File: src/rtl/oc8051_param_cxrom_pkg.sv
// Shared types and constants for the loadable 8051 code ROM.
// Fetch FSM states, default fill byte and wait-state limits.
package oc8051_cxrom_pkg;

  typedef enum logic [1:0] {
    ST_LOAD,
    ST_RUN_IDLE,
    ST_RUN_WAIT,
    ST_RUN_ACK
  } cxrom_state_e;

  localparam logic [7:0] CXROM_FILL = 8'h00;
  localparam int CXROM_MAX_WAIT = 3;
  localparam int CXROM_CNT_W = $clog2(CXROM_MAX_WAIT + 1);

  function automatic logic in_image(
    input logic [31:0] addr,
    input int unsigned depth
  );
    return addr < depth;
  endfunction

endpackage

File: src/rtl/oc8051_param_cxrom_if.sv
// Load stream and fetch request/ack bus of the code ROM.
// master drives the image and requests, slave answers.
interface oc8051_param_cxrom_if #(
  parameter int ADDR_W      = 16,
  parameter int FETCH_BYTES = 4
);

  logic                     ld_valid;
  logic [7:0]               ld_data;
  logic                     ld_last;
  logic                     ld_ready;
  logic                     rd_req;
  logic [ADDR_W-1:0]        cxrom_addr;
  logic                     rd_ack;
  logic [8*FETCH_BYTES-1:0] cxrom_data_out;

  modport master (
    output ld_valid,
    output ld_data,
    output ld_last,
    output rd_req,
    output cxrom_addr,
    input  ld_ready,
    input  rd_ack,
    input  cxrom_data_out
  );

  modport slave (
    input  ld_valid,
    input  ld_data,
    input  ld_last,
    input  rd_req,
    input  cxrom_addr,
    output ld_ready,
    output rd_ack,
    output cxrom_data_out
  );

endinterface

File: src/rtl/oc8051_param_cxrom_fetch_ctl.sv
// Fetch sequencer: load/run state, wait counter, address capture.
// cap strobes the cycle the parent must register the fetch word.
module oc8051_cxrom_fetch_ctl
  import oc8051_cxrom_pkg::*;
#(
  parameter int ADDR_W      = 16,
  parameter int WAIT_STATES = 0
) (
  input  logic              clk,
  input  logic              rst,
  input  logic              load_done,
  input  logic              rd_req,
  input  logic [ADDR_W-1:0] cxrom_addr,
  output cxrom_state_e      state,
  output logic [ADDR_W-1:0] addr_q,
  output logic              cap,
  output logic              rd_ack
);

  localparam logic [CXROM_CNT_W-1:0] WAIT_CNT =
    CXROM_CNT_W'(WAIT_STATES);

  cxrom_state_e           state_d;
  logic [CXROM_CNT_W-1:0] cnt_q;
  logic [CXROM_CNT_W-1:0] cnt_d;
  logic [ADDR_W-1:0]      addr_d;

  always_ff @(posedge clk or posedge rst) begin
    if (rst) begin
      state  <= ST_LOAD;
      cnt_q  <= '0;
      addr_q <= '0;
      rd_ack <= 1'b0;
    end else begin
      state  <= state_d;
      cnt_q  <= cnt_d;
      addr_q <= addr_d;
      rd_ack <= cap;
    end
  end

  always_comb begin
    state_d = state;
    cnt_d   = cnt_q;
    addr_d  = addr_q;
    cap     = 1'b0;
    unique case (state)
      ST_LOAD: begin
        // a request racing the last byte waits for RUN_IDLE
        if (load_done) state_d = ST_RUN_IDLE;
      end
      ST_RUN_IDLE: begin
        if (rd_req) begin
          addr_d  = cxrom_addr;
          cnt_d   = WAIT_CNT;
          state_d = ST_RUN_WAIT;
        end
      end
      ST_RUN_WAIT: begin
        if (cnt_q == '0) begin
          cap     = 1'b1;
          state_d = ST_RUN_ACK;
        end else begin
          cnt_d = cnt_q - 1'b1;
        end
      end
      ST_RUN_ACK: begin
        state_d = ST_RUN_IDLE;
      end
      default: begin
        state_d = ST_LOAD;
      end
    endcase
  end

endmodule

File: src/rtl/oc8051_param_cxrom.sv
// Loadable code ROM: byte-serial boot image, wait-stated
// multi-byte fetches and a combinational opcode peek.
module oc8051_param_cxrom
  import oc8051_cxrom_pkg::*;
#(
  parameter int         DEPTH       = 16,
  parameter int         ADDR_W      = 16,
  parameter int         FETCH_BYTES = 4,
  parameter int         WAIT_STATES = 0,
  parameter logic [7:0] FILL        = CXROM_FILL
) (
  input  logic                 clk,
  input  logic                 rst,
  oc8051_param_cxrom_if.slave  bus,
  output logic                 loaded,
  input  logic [ADDR_W-1:0]    pc1,
  output logic                 op_valid,
  output logic [7:0]           op_out
);

  localparam int PTR_W = (DEPTH > 1) ? $clog2(DEPTH) : 1;
  localparam logic [PTR_W-1:0] LAST_PTR = PTR_W'(DEPTH - 1);

  logic [7:0]               mem [DEPTH];
  logic [PTR_W-1:0]         wptr;
  cxrom_state_e             state;
  logic [ADDR_W-1:0]        addr_q;
  logic                     cap;
  logic                     ld_we;
  logic                     load_done;
  logic [8*FETCH_BYTES-1:0] word;

  function automatic logic in_range(
    input logic [ADDR_W-1:0] a
  );
    return in_image(32'(a), DEPTH);
  endfunction

  assign ld_we     = (state == ST_LOAD) && bus.ld_valid;
  assign load_done = ld_we &&
                     (bus.ld_last || wptr == LAST_PTR);
  assign bus.ld_ready = (state == ST_LOAD) && !rst;
  assign loaded    = (state != ST_LOAD);
  assign op_valid  = loaded;
  assign op_out    = in_range(pc1) ?
                     mem[pc1[PTR_W-1:0]] : FILL;

  oc8051_cxrom_fetch_ctl #(
    .ADDR_W      (ADDR_W),
    .WAIT_STATES (WAIT_STATES)
  ) u_fetch_ctl (
    .clk        (clk),
    .rst        (rst),
    .load_done  (load_done),
    .rd_req     (bus.rd_req),
    .cxrom_addr (bus.cxrom_addr),
    .state      (state),
    .addr_q     (addr_q),
    .cap        (cap),
    .rd_ack     (bus.rd_ack)
  );

  // each fetch byte wraps independently at 2^ADDR_W
  for (genvar g = 0; g < FETCH_BYTES; g++) begin : g_byte
    logic [ADDR_W-1:0] a;
    assign a = addr_q + ADDR_W'(g);
    assign word[8*g +: 8] = in_range(a) ?
                            mem[a[PTR_W-1:0]] : FILL;
  end

  always_ff @(posedge clk or posedge rst) begin
    if (rst) begin
      for (int i = 0; i < DEPTH; i++) mem[i] <= FILL;
    end else if (ld_we) begin
      mem[wptr] <= bus.ld_data;
    end
  end

  always_ff @(posedge clk or posedge rst) begin
    if (rst) begin
      wptr <= '0;
    end else if (ld_we) begin
      wptr <= wptr + 1'b1;
    end
  end

  always_ff @(posedge clk or posedge rst) begin
    if (rst) begin
      bus.cxrom_data_out <= '0;
    end else if (cap) begin
      bus.cxrom_data_out <= word;
    end
  end

endmodule

File: src/flat_wrapper.sv
// flat-port wrapper written by rule: the top's interface ports become plain ports
module oc8051_param_cxrom_flat import oc8051_cxrom_pkg::*;
#(
  parameter int         DEPTH       = 16,
  parameter int         ADDR_W      = 16,
  parameter int         FETCH_BYTES = 4,
  parameter int         WAIT_STATES = 0,
  parameter logic [7:0] FILL        = CXROM_FILL
)
  (clk, rst, loaded, pc1, op_valid, op_out, bus_ld_valid, bus_ld_data, bus_ld_last, bus_rd_req, bus_cxrom_addr, bus_ld_ready, bus_rd_ack, bus_cxrom_data_out);
  oc8051_param_cxrom_if #(.ADDR_W(ADDR_W), .FETCH_BYTES(FETCH_BYTES)) bus_i ();
  input  logic clk;
  input  logic rst;
  output logic loaded;
  input  logic [ADDR_W-1:0] pc1;
  output logic op_valid;
  output logic [7:0] op_out;
  input wire logic [$bits(bus_i.ld_valid)-1:0] bus_ld_valid;
  input wire logic [$bits(bus_i.ld_data)-1:0] bus_ld_data;
  input wire logic [$bits(bus_i.ld_last)-1:0] bus_ld_last;
  input wire logic [$bits(bus_i.rd_req)-1:0] bus_rd_req;
  input wire logic [$bits(bus_i.cxrom_addr)-1:0] bus_cxrom_addr;
  output wire logic [$bits(bus_i.ld_ready)-1:0] bus_ld_ready;
  output wire logic [$bits(bus_i.rd_ack)-1:0] bus_rd_ack;
  output wire logic [$bits(bus_i.cxrom_data_out)-1:0] bus_cxrom_data_out;
  assign bus_i.ld_valid = bus_ld_valid;
  assign bus_i.ld_data = bus_ld_data;
  assign bus_i.ld_last = bus_ld_last;
  assign bus_i.rd_req = bus_rd_req;
  assign bus_i.cxrom_addr = bus_cxrom_addr;
  assign bus_ld_ready = bus_i.ld_ready;
  assign bus_rd_ack = bus_i.rd_ack;
  assign bus_cxrom_data_out = bus_i.cxrom_data_out;
  oc8051_param_cxrom #(.DEPTH(DEPTH), .ADDR_W(ADDR_W), .FETCH_BYTES(FETCH_BYTES), .WAIT_STATES(WAIT_STATES), .FILL(FILL)) u_core (.clk(clk), .rst(rst), .bus(bus_i), .loaded(loaded), .pc1(pc1), .op_valid(op_valid), .op_out(op_out));
endmodule
File: config.mk
export PLATFORM = sky130hd
export DESIGN_NAME = oc8051_param_cxrom_flat
export DESIGN_NICKNAME = d
export VERILOG_FILES = /design/src/rtl/oc8051_param_cxrom_pkg.sv /design/src/rtl/oc8051_param_cxrom_if.sv /design/src/rtl/oc8051_param_cxrom_fetch_ctl.sv /design/src/rtl/oc8051_param_cxrom.sv /design/src/flat_wrapper.sv
export SDC_FILE = /design/constraint.sdc
export NUM_CORES = 1
export LEC_CHECK = 0
export CAP_MARGIN = 20
export CELL_PAD_IN_SITES_DETAIL_PLACEMENT = 1
export CELL_PAD_IN_SITES_GLOBAL_PLACEMENT = 1
export CORE_UTILIZATION = 45
export DETAILED_ROUTE_END_ITERATION = 12
export PLACE_DENSITY = 0.81
export RECOVER_POWER = 100
export SETUP_SLACK_MARGIN = 0.3
export SYNTH_ARGS = -nofsm -noshare
export SYNTH_HDL_FRONTEND = slang
export SYNTH_SLANG_ARGS = --single-unit
File: constraint.sdc
create_clock -name clk -period 5.5 [get_ports clk]
set_input_delay 0.55 -clock clk [delete_from_list [all_inputs] [get_ports clk]]
set_output_delay 0.55 -clock clk [all_outputs]
set_load 0.01 [all_outputs]
==> results.py, run 1 <==
metrics = {
    "outcome": {
        "outcome": "complete, but fails checks",
        "violations": "max-capacitance violations, max-slew violations",
    },
    "clocking": {
        "cts_tree": "yes",
        "cts_max_level": 4,
        "clk_path_buf_depth": 2,
        "cts_setup_buffers": 0,
        "postCtsHoldBufs": 0,
        "cts_buffers": 17,
        "clk_latency_ps": 460,
        "cts_root_buf": "clkbuf_16",
        "cts_resized": 0,
        "clk_pin_slew_ps": 70,
        "clock-sinks": 185,
    },
    "sta": {
        "whs_ps": 478,
        "final_hold_viol_count": 0,
        "tns_ps": 0,
        "fin_crit_sh_pct": 76.9,
        "slew_headroom_pct": -74.0,
        "worst_slew_pin_slew_ps": 2610,
        "rsz0062_at_grt": "no",
        "slew_violations": 291,
        "finalCriticalPeriod_ps": 4230,
        "fmax_mhz": 236,
        "fin_worst_skew_ps": 14.9,
        "setup_viol": 0,
    },
    "worst_setup_path": {
        "r2r_cells": 7,
        "critPathRequiredTime_ps": 5880,
        "r2r_end": "u_core.bus.cxrom_data_out[8]",
        "cp-start-kind": "flip-flop",
        "r2r_start": "u_core.u_fetch_ctl.addr_q[0]",
        "arrival_ps": 4610,
        "worstPathMaxFanout": 58,
        "endpoint_kind": "flip-flop",
        "reg2reg_slack_ps": 1270,
        "crit_type": "flip-flop to flip-flop",
    },
    "detailed_routing": {
        "drc": 0,
        "initialDrtViolationCount": 1172,
        "vias": 9781,
        "first_pass_iters": 6,
        "wl_um": 41900,
        "wire_per_inst_um": 29.3,
        "vias_per_cell": 6.84,
        "antenna_left": 0,
    },
    "hold_path": {
        "whs_path_depth": 2,
        "hp-class": "flip-flop to flip-flop",
        "holdCritStartpoint": "u_core.bus.cxrom_data_out[24]",
        "hold_end": "u_core.bus.cxrom_data_out[24]",
    },
    "logic_synthesis": {
        "avgSynthCellArea_sq_um": 13.3,
        "synthTopCellsByArea": "dfrtp_1, mux4_2, mux2_2",
        "yosys.cell_types.count": 62,
        "synthFlopType": "dfrtp_1",
        "synth_top_cells_by_count": "dfrtp_1, mux4_2, mux2_2",
        "async_flop_share_pct": 100,
        "synth.most_common_cell": "dfrtp_1",
        "synth-seq-area-share_pct": 35.5,
        "yosysWarnings": 0,
        "syn_area_sq_um": 13000,
        "synth_fp_nets": 1033,
        "ys_ff_latch": 185,
        "synth_area_leader_cell": "dfrtp_1",
        "synth_edf_count": 0,
        "synth_top_area_share_pct": 35.5,
        "synthCells": 976,
    },
    "power": {
        "power_density_nw_per_um2": 531,
        "p_leak_nw": 5.98,
        "ir_drop_v": 0.000365,
        "fin_total_pwr_w": 0.00777,
    },
    "floorplan": {
        "die_w_um": 172,
        "fp.dieArea_sq_um": 29600,
        "io_pins": 89,
        "core_area_sq_um": 28200,
        "die_h_um": 172,
        "row_count": 61,
        "start_util_pct": 46.2,
    },
    "place": {
        "gp_congestion": 0.867,
        "hpwl_um": 27500,
        "dp.cells": 1393,
        "io_buffers": 88,
    },
    "final_layout": {
        "nets": 1094,
        "area_growth_pct": 12.4,
        "finish.utilization_pct": 52.0,
        "final_layout_size_suffix_gt1_share_pct": 34.9,
        "final_cells": 1430,
    },
    "grt": {
        "grtUsageTotal_pct": 29.7,
        "antenna_found_initial": 4,
        "gr-total-overflow": 0,
        "grt_max_degree": 186,
        "grt_pass1_vias": 9934,
        "grt_pass1_wl_um": 64000,
    },
    "run": {
        "drv_cap": 4,
    },
}
==> worst max-delay path by stage <==
stage	slack, ps	endpoint	start
2_1_floorplan	2120	u_core.bus.cxrom_data_out[8]	u_core.u_fetch_ctl.addr_q[1]
3_3_place_gp	1720	op_out[3]	pc1[0]
3_5_place_dp	1650	op_out[3]	pc1[0]
4_1_cts	1620	op_out[3]	pc1[0]
5_1_grt	900	u_core.bus.cxrom_data_out[25]	u_core.u_fetch_ctl.addr_q[0]
6_report	1270	u_core.bus.cxrom_data_out[8]	u_core.u_fetch_ctl.addr_q[0]
==> layout make-up <==
| class | instances | area, sq um |
|---|---|---|
| Clock buffer | 18 | 439 |
| Sequential cell | 185 | 4630 |
| Multi-Input combinational cell | 683 | 7760 |
| Inverter | 29 | 113 |
| Clock inverter | 14 | 138 |
| Tap cell | 378 | 473 |
| Antenna cell | 2 | 5.00 |
| Timing Repair Buffer | 121 | 1090 |
| Fill cell | 2835 | 13500 |
==> per-layer routing <==
| layer | wire length, um | share of wire, % | global-route usage [%] |
|---|---|---|---|
| met2 | 20400 | 49 | 48.3 |
| met4 | 888 | 2.1 | 7.73 |
| met5 | 9 | 0.021 | 0 |
| met3 | 4280 | 10 | 7.21 |
| met1 | 16300 | 39 | 40.0 |
==> report_power, final <==
group	leakage, nW	internal (W)	switching (W)
Sequential	2.48	0.00169	0.000661
Combinational	3.22	0.00199	0.00219
Clock	0.272	0.000647	0.000597
==> flip-flops by register name, summed over array words and instances (netlist names) <==
name	count
u_core.bus.cxrom_data_out	32
u_core.mem	128
u_core.u_fetch_ctl.addr_q	16
u_core.u_fetch_ctl.cnt_q	2
u_core.u_fetch_ctl.rd_ack	1
u_core.u_fetch_ctl.state	2
u_core.wptr	4
==> cells by family after synthesis <==
family,synth area share (%)
buffers and inverters,4.54
muxes,42.9
DFF,35.5
xor gates and xnor gates,1.75
AOI/OAI and AO/OA,5.63
adders and majority gates,1.15
and+or+nand+nor,8.48
==> per-stage QoR <==
stage / area, sq um / setup WS (ps)
2_1_floorplan: 13000 / 2120
3_3_place_gp: 14200 / 1720
3_5_place_dp: 14200 / 1650
4_1_cts: 14700 / 1620
5_1_grt: 14600 / 896
6_report: 14600 / 1270
==> cells in the final DEF (no fill, tap or decap), types with 12 or more instances in the layout <==
cell               n
mux4_2           157
o21ai_0           19
dfrtp_1          184
clkdlybuf4s50_1   43
nor2b_1           24
nand2_1           76
dlygate4sd3_1     44
a22o_1            16
clkbuf_16         17
a211oi_1          16
nor4_1            13
mux2_2           140
xnor2_1           19
clkbuf_1          15
nor2_1            29
inv_1             27
nor3_1            13
a21oi_1           23
a31oi_1           12
buf_4             14
mux2i_1           34
==> worst max-delay path, cell delays in order, from the launching register on <==
cell and delay (ps):
dfrtp_1 770, clkbuf_2 1510, nand2_1 160, xor2_1 200, clkbuf_1 820, a211oi_1 100
a21oi_1 390, a22o_1 200
No activity file was read; power rests on OpenSTA's default activity.
==> inputs of run 2 (changes only) <==
--- a/config.mk
+++ b/config.mk
@@ -8,9 +8,9 @@
 export CAP_MARGIN = 20
 export CELL_PAD_IN_SITES_DETAIL_PLACEMENT = 1
 export CELL_PAD_IN_SITES_GLOBAL_PLACEMENT = 1
-export CORE_UTILIZATION = 45
+export CORE_UTILIZATION = 46
 export DETAILED_ROUTE_END_ITERATION = 12
-export PLACE_DENSITY = 0.81
+export PLACE_DENSITY = 0.8
 export RECOVER_POWER = 100
 export SETUP_SLACK_MARGIN = 0.3
 export SYNTH_ARGS = -nofsm -noshare
==> constraint.sdc (replaced) <==
create_clock -name clk -period 4.1 [get_ports clk]
set_input_delay 0.41 -clock clk [delete_from_list [all_inputs] [get_ports clk]]
set_output_delay 0.41 -clock clk [all_outputs]
set_load 0.01 [all_outputs]
==> results.py, run 2 (synthesized netlist as in run 1, its figures left out) <==
metrics = {
    "final_layout": {
        "largestRegisters": "u_core.mem: 128 flops, u_core.bus.cxrom_data_out: 32 flops, u_core.u_fetch_ctl.addr_q: 16 flops",
        "final_layout_size_suffix_gt1_share_pct": 35.4,
        "final_cell_mix": "dfrtp_1, mux4_2, mux2_2",
        "finish.utilization_pct": 52.9,
        "largest_reg_flops": 128,
        "final_common_cell": "dfrtp_1",
        "area_growth_pct": 12.8,
        "final_cells": 1432,
        "top_register": "u_core.mem",
        "nets": 1096,
    },
    "grt": {
        "gr-total-overflow": 0,
        "grt_pass1_vias": 10032,
        "antenna_found_initial": 3,
        "grtUsageTotal_pct": 30.1,
        "grt_max_degree": 145,
        "grt_pass1_wl_um": 63900,
    },
    "clocking": {
        "cts_root_buf": "clkbuf_16",
        "cts_resized": 0,
        "cts_buffers": 17,
        "clk_path_buf_depth": 2,
        "cts_tree": "yes",
        "cts_setup_buffers": 0,
        "cts_max_level": 4,
        "clk_pin_slew_ps": 80,
        "postCtsHoldBufs": 0,
        "clock-sinks": 185,
        "clk_latency_ps": 450,
    },
    "detailed_routing": {
        "vias_per_cell": 6.76,
        "drc": 0,
        "wire_per_inst_um": 28.8,
        "vias": 9675,
        "wl_um": 41300,
        "initialDrtViolationCount": 1098,
        "first_pass_iters": 5,
        "antenna_left": 0,
    },
    "worst_setup_path": {
        "endpoint_kind": "primary output",
        "worstPathMaxFanout": 29,
        "reg2reg_slack_ps": 710,
        "cp-start-kind": "input pin",
        "crit_type": "input pin to primary output",
        "critPathRequiredTime_ps": 3690,
        "arrival_ps": 3210,
    },
    "power": {
        "p_leak_nw": 5.99,
        "p_switching_w": 0.00474,
        "ir_drop_v": 0.000570,
        "pwr-share-clk_pct": 16.4,
        "power_density_nw_per_um2": 716,
        "swShare_pct": 45.0,
        "pwr-share-seq_pct": 29.8,
        "power_frac_comb_pct": 53.8,
        "p_int_w": 0.00579,
        "fin_total_pwr_w": 0.0105,
    },
    "sta": {
        "worst_slew_pin_slew_ps": 2260,
        "fin_crit_sh_pct": 88.3,
        "setup_viol": 0,
        "slew_violations": 224,
        "fin_worst_skew_ps": 12.4,
        "finalCriticalPeriod_ps": 3620,
        "final_hold_viol_count": 0,
        "rsz0062_at_grt": "no",
        "fmax_mhz": 276,
        "slew_headroom_pct": -50.7,
        "tns_ps": 0,
    },
    "floorplan": {
        "die_w_um": 170,
        "start_util_pct": 46.9,
        "row_count": 61,
        "die_h_um": 170,
        "core_area_sq_um": 27800,
        "fp.dieArea_sq_um": 29000,
        "io_pins": 89,
    },
    "place": {
        "dp.cells": 1398,
        "hpwl_um": 27300,
        "gp_congestion": 0.901,
        "io_buffers": 88,
    },
    "outcome": {
        "violations": "max-capacitance violations, max-slew violations",
        "outcome": "complete, but fails checks",
    },
    "run": {
        "drv_cap": 3,
    },
    "hold_path": {
        "hp-class": "flip-flop to flip-flop",
    },
}
[run 2: cell count changes in the layout (fill, tap and decap cells not counted), sizes merged]
cell,before,now
clkinv,4,7
dlygate4sd3,44,38
clkdlybuf4s50,43,49
buf,17,19
clkinvlp,5,3
clkbuf,35,34
[run 2: layer usage]
metal / track usage (%) / part of all wire, % / vias up
met2: 47.8 / 48 / 558
met4: 12.9 / 4.1 / 2
met3: 9.33 / 10 / 112
met1: 38.2 / 38 / 5046
met5: 0 / 0.032 / -
li1: - / - / 3957
[run 2: path summary, 6_finish.rpt]
check	cells past startpoint	to	start
max	6	op_out[3]	pc1[1]
min	2	u_core.bus.cxrom_data_out[2]	u_core.bus.cxrom_data_out[2]
max reg2reg	8	u_core.bus.cxrom_data_out[19]	u_core.u_fetch_ctl.cnt_q[0]
min reg2reg	2	u_core.bus.cxrom_data_out[2]	u_core.bus.cxrom_data_out[2]
max in group asynchronous	3	u_core.u_fetch_ctl.addr_q[0]	rst
min in group asynchronous	3	u_core.u_fetch_ctl.cnt_q[1]	rst
[run 2: stage by stage]
| step | hold WS [ps] | setup slack [ps] | area, sq um |
|---|---|---|---|
| after CTS | 493 | 833 | 14800 |
| after global placement | 470 | 896 | 14200 |
| after floorplan | 498 | 719 | 13000 |
| after detailed placement | 476 | 860 | 14200 |
| final | 483 | 479 | 14700 |
| after global routing | 513 | 407 | 14700 |
[run 2: power by group through the flow]
| stage | clock network (W) | registers (W) | logic, W |
|---|---|---|---|
| detailed placement | 0 | 0.00313 | 0.00559 |
| floorplan | 0 | 0.00267 | 0.00447 |
| CTS | 0.00175 | 0.00310 | 0.00566 |
| global placement | 0 | 0.00308 | 0.00543 |
| finish | 0.00172 | 0.00314 | 0.00567 |
| global route | 0.00182 | 0.00320 | 0.00603 |
[run 2: final cells by class]
class | instances | area [sq um]
antenna | 2 | 5.00
multi-input combinational | 683 | 7760
sequential | 185 | 4630
inverter | 29 | 110
tap | 378 | 473
timing repair buffer | 123 | 1100
fill | 2808 | 13100
clock inverter | 15 | 188
clock buffer | 17 | 425
[run 2: worst max-delay path, cell delays in order]
cell	delay, ps
clkdlybuf4s50_1	450
clkbuf_2	700
mux4_2	420
mux4_2	470
nor2b_1	200
clkdlybuf4s50_1	540
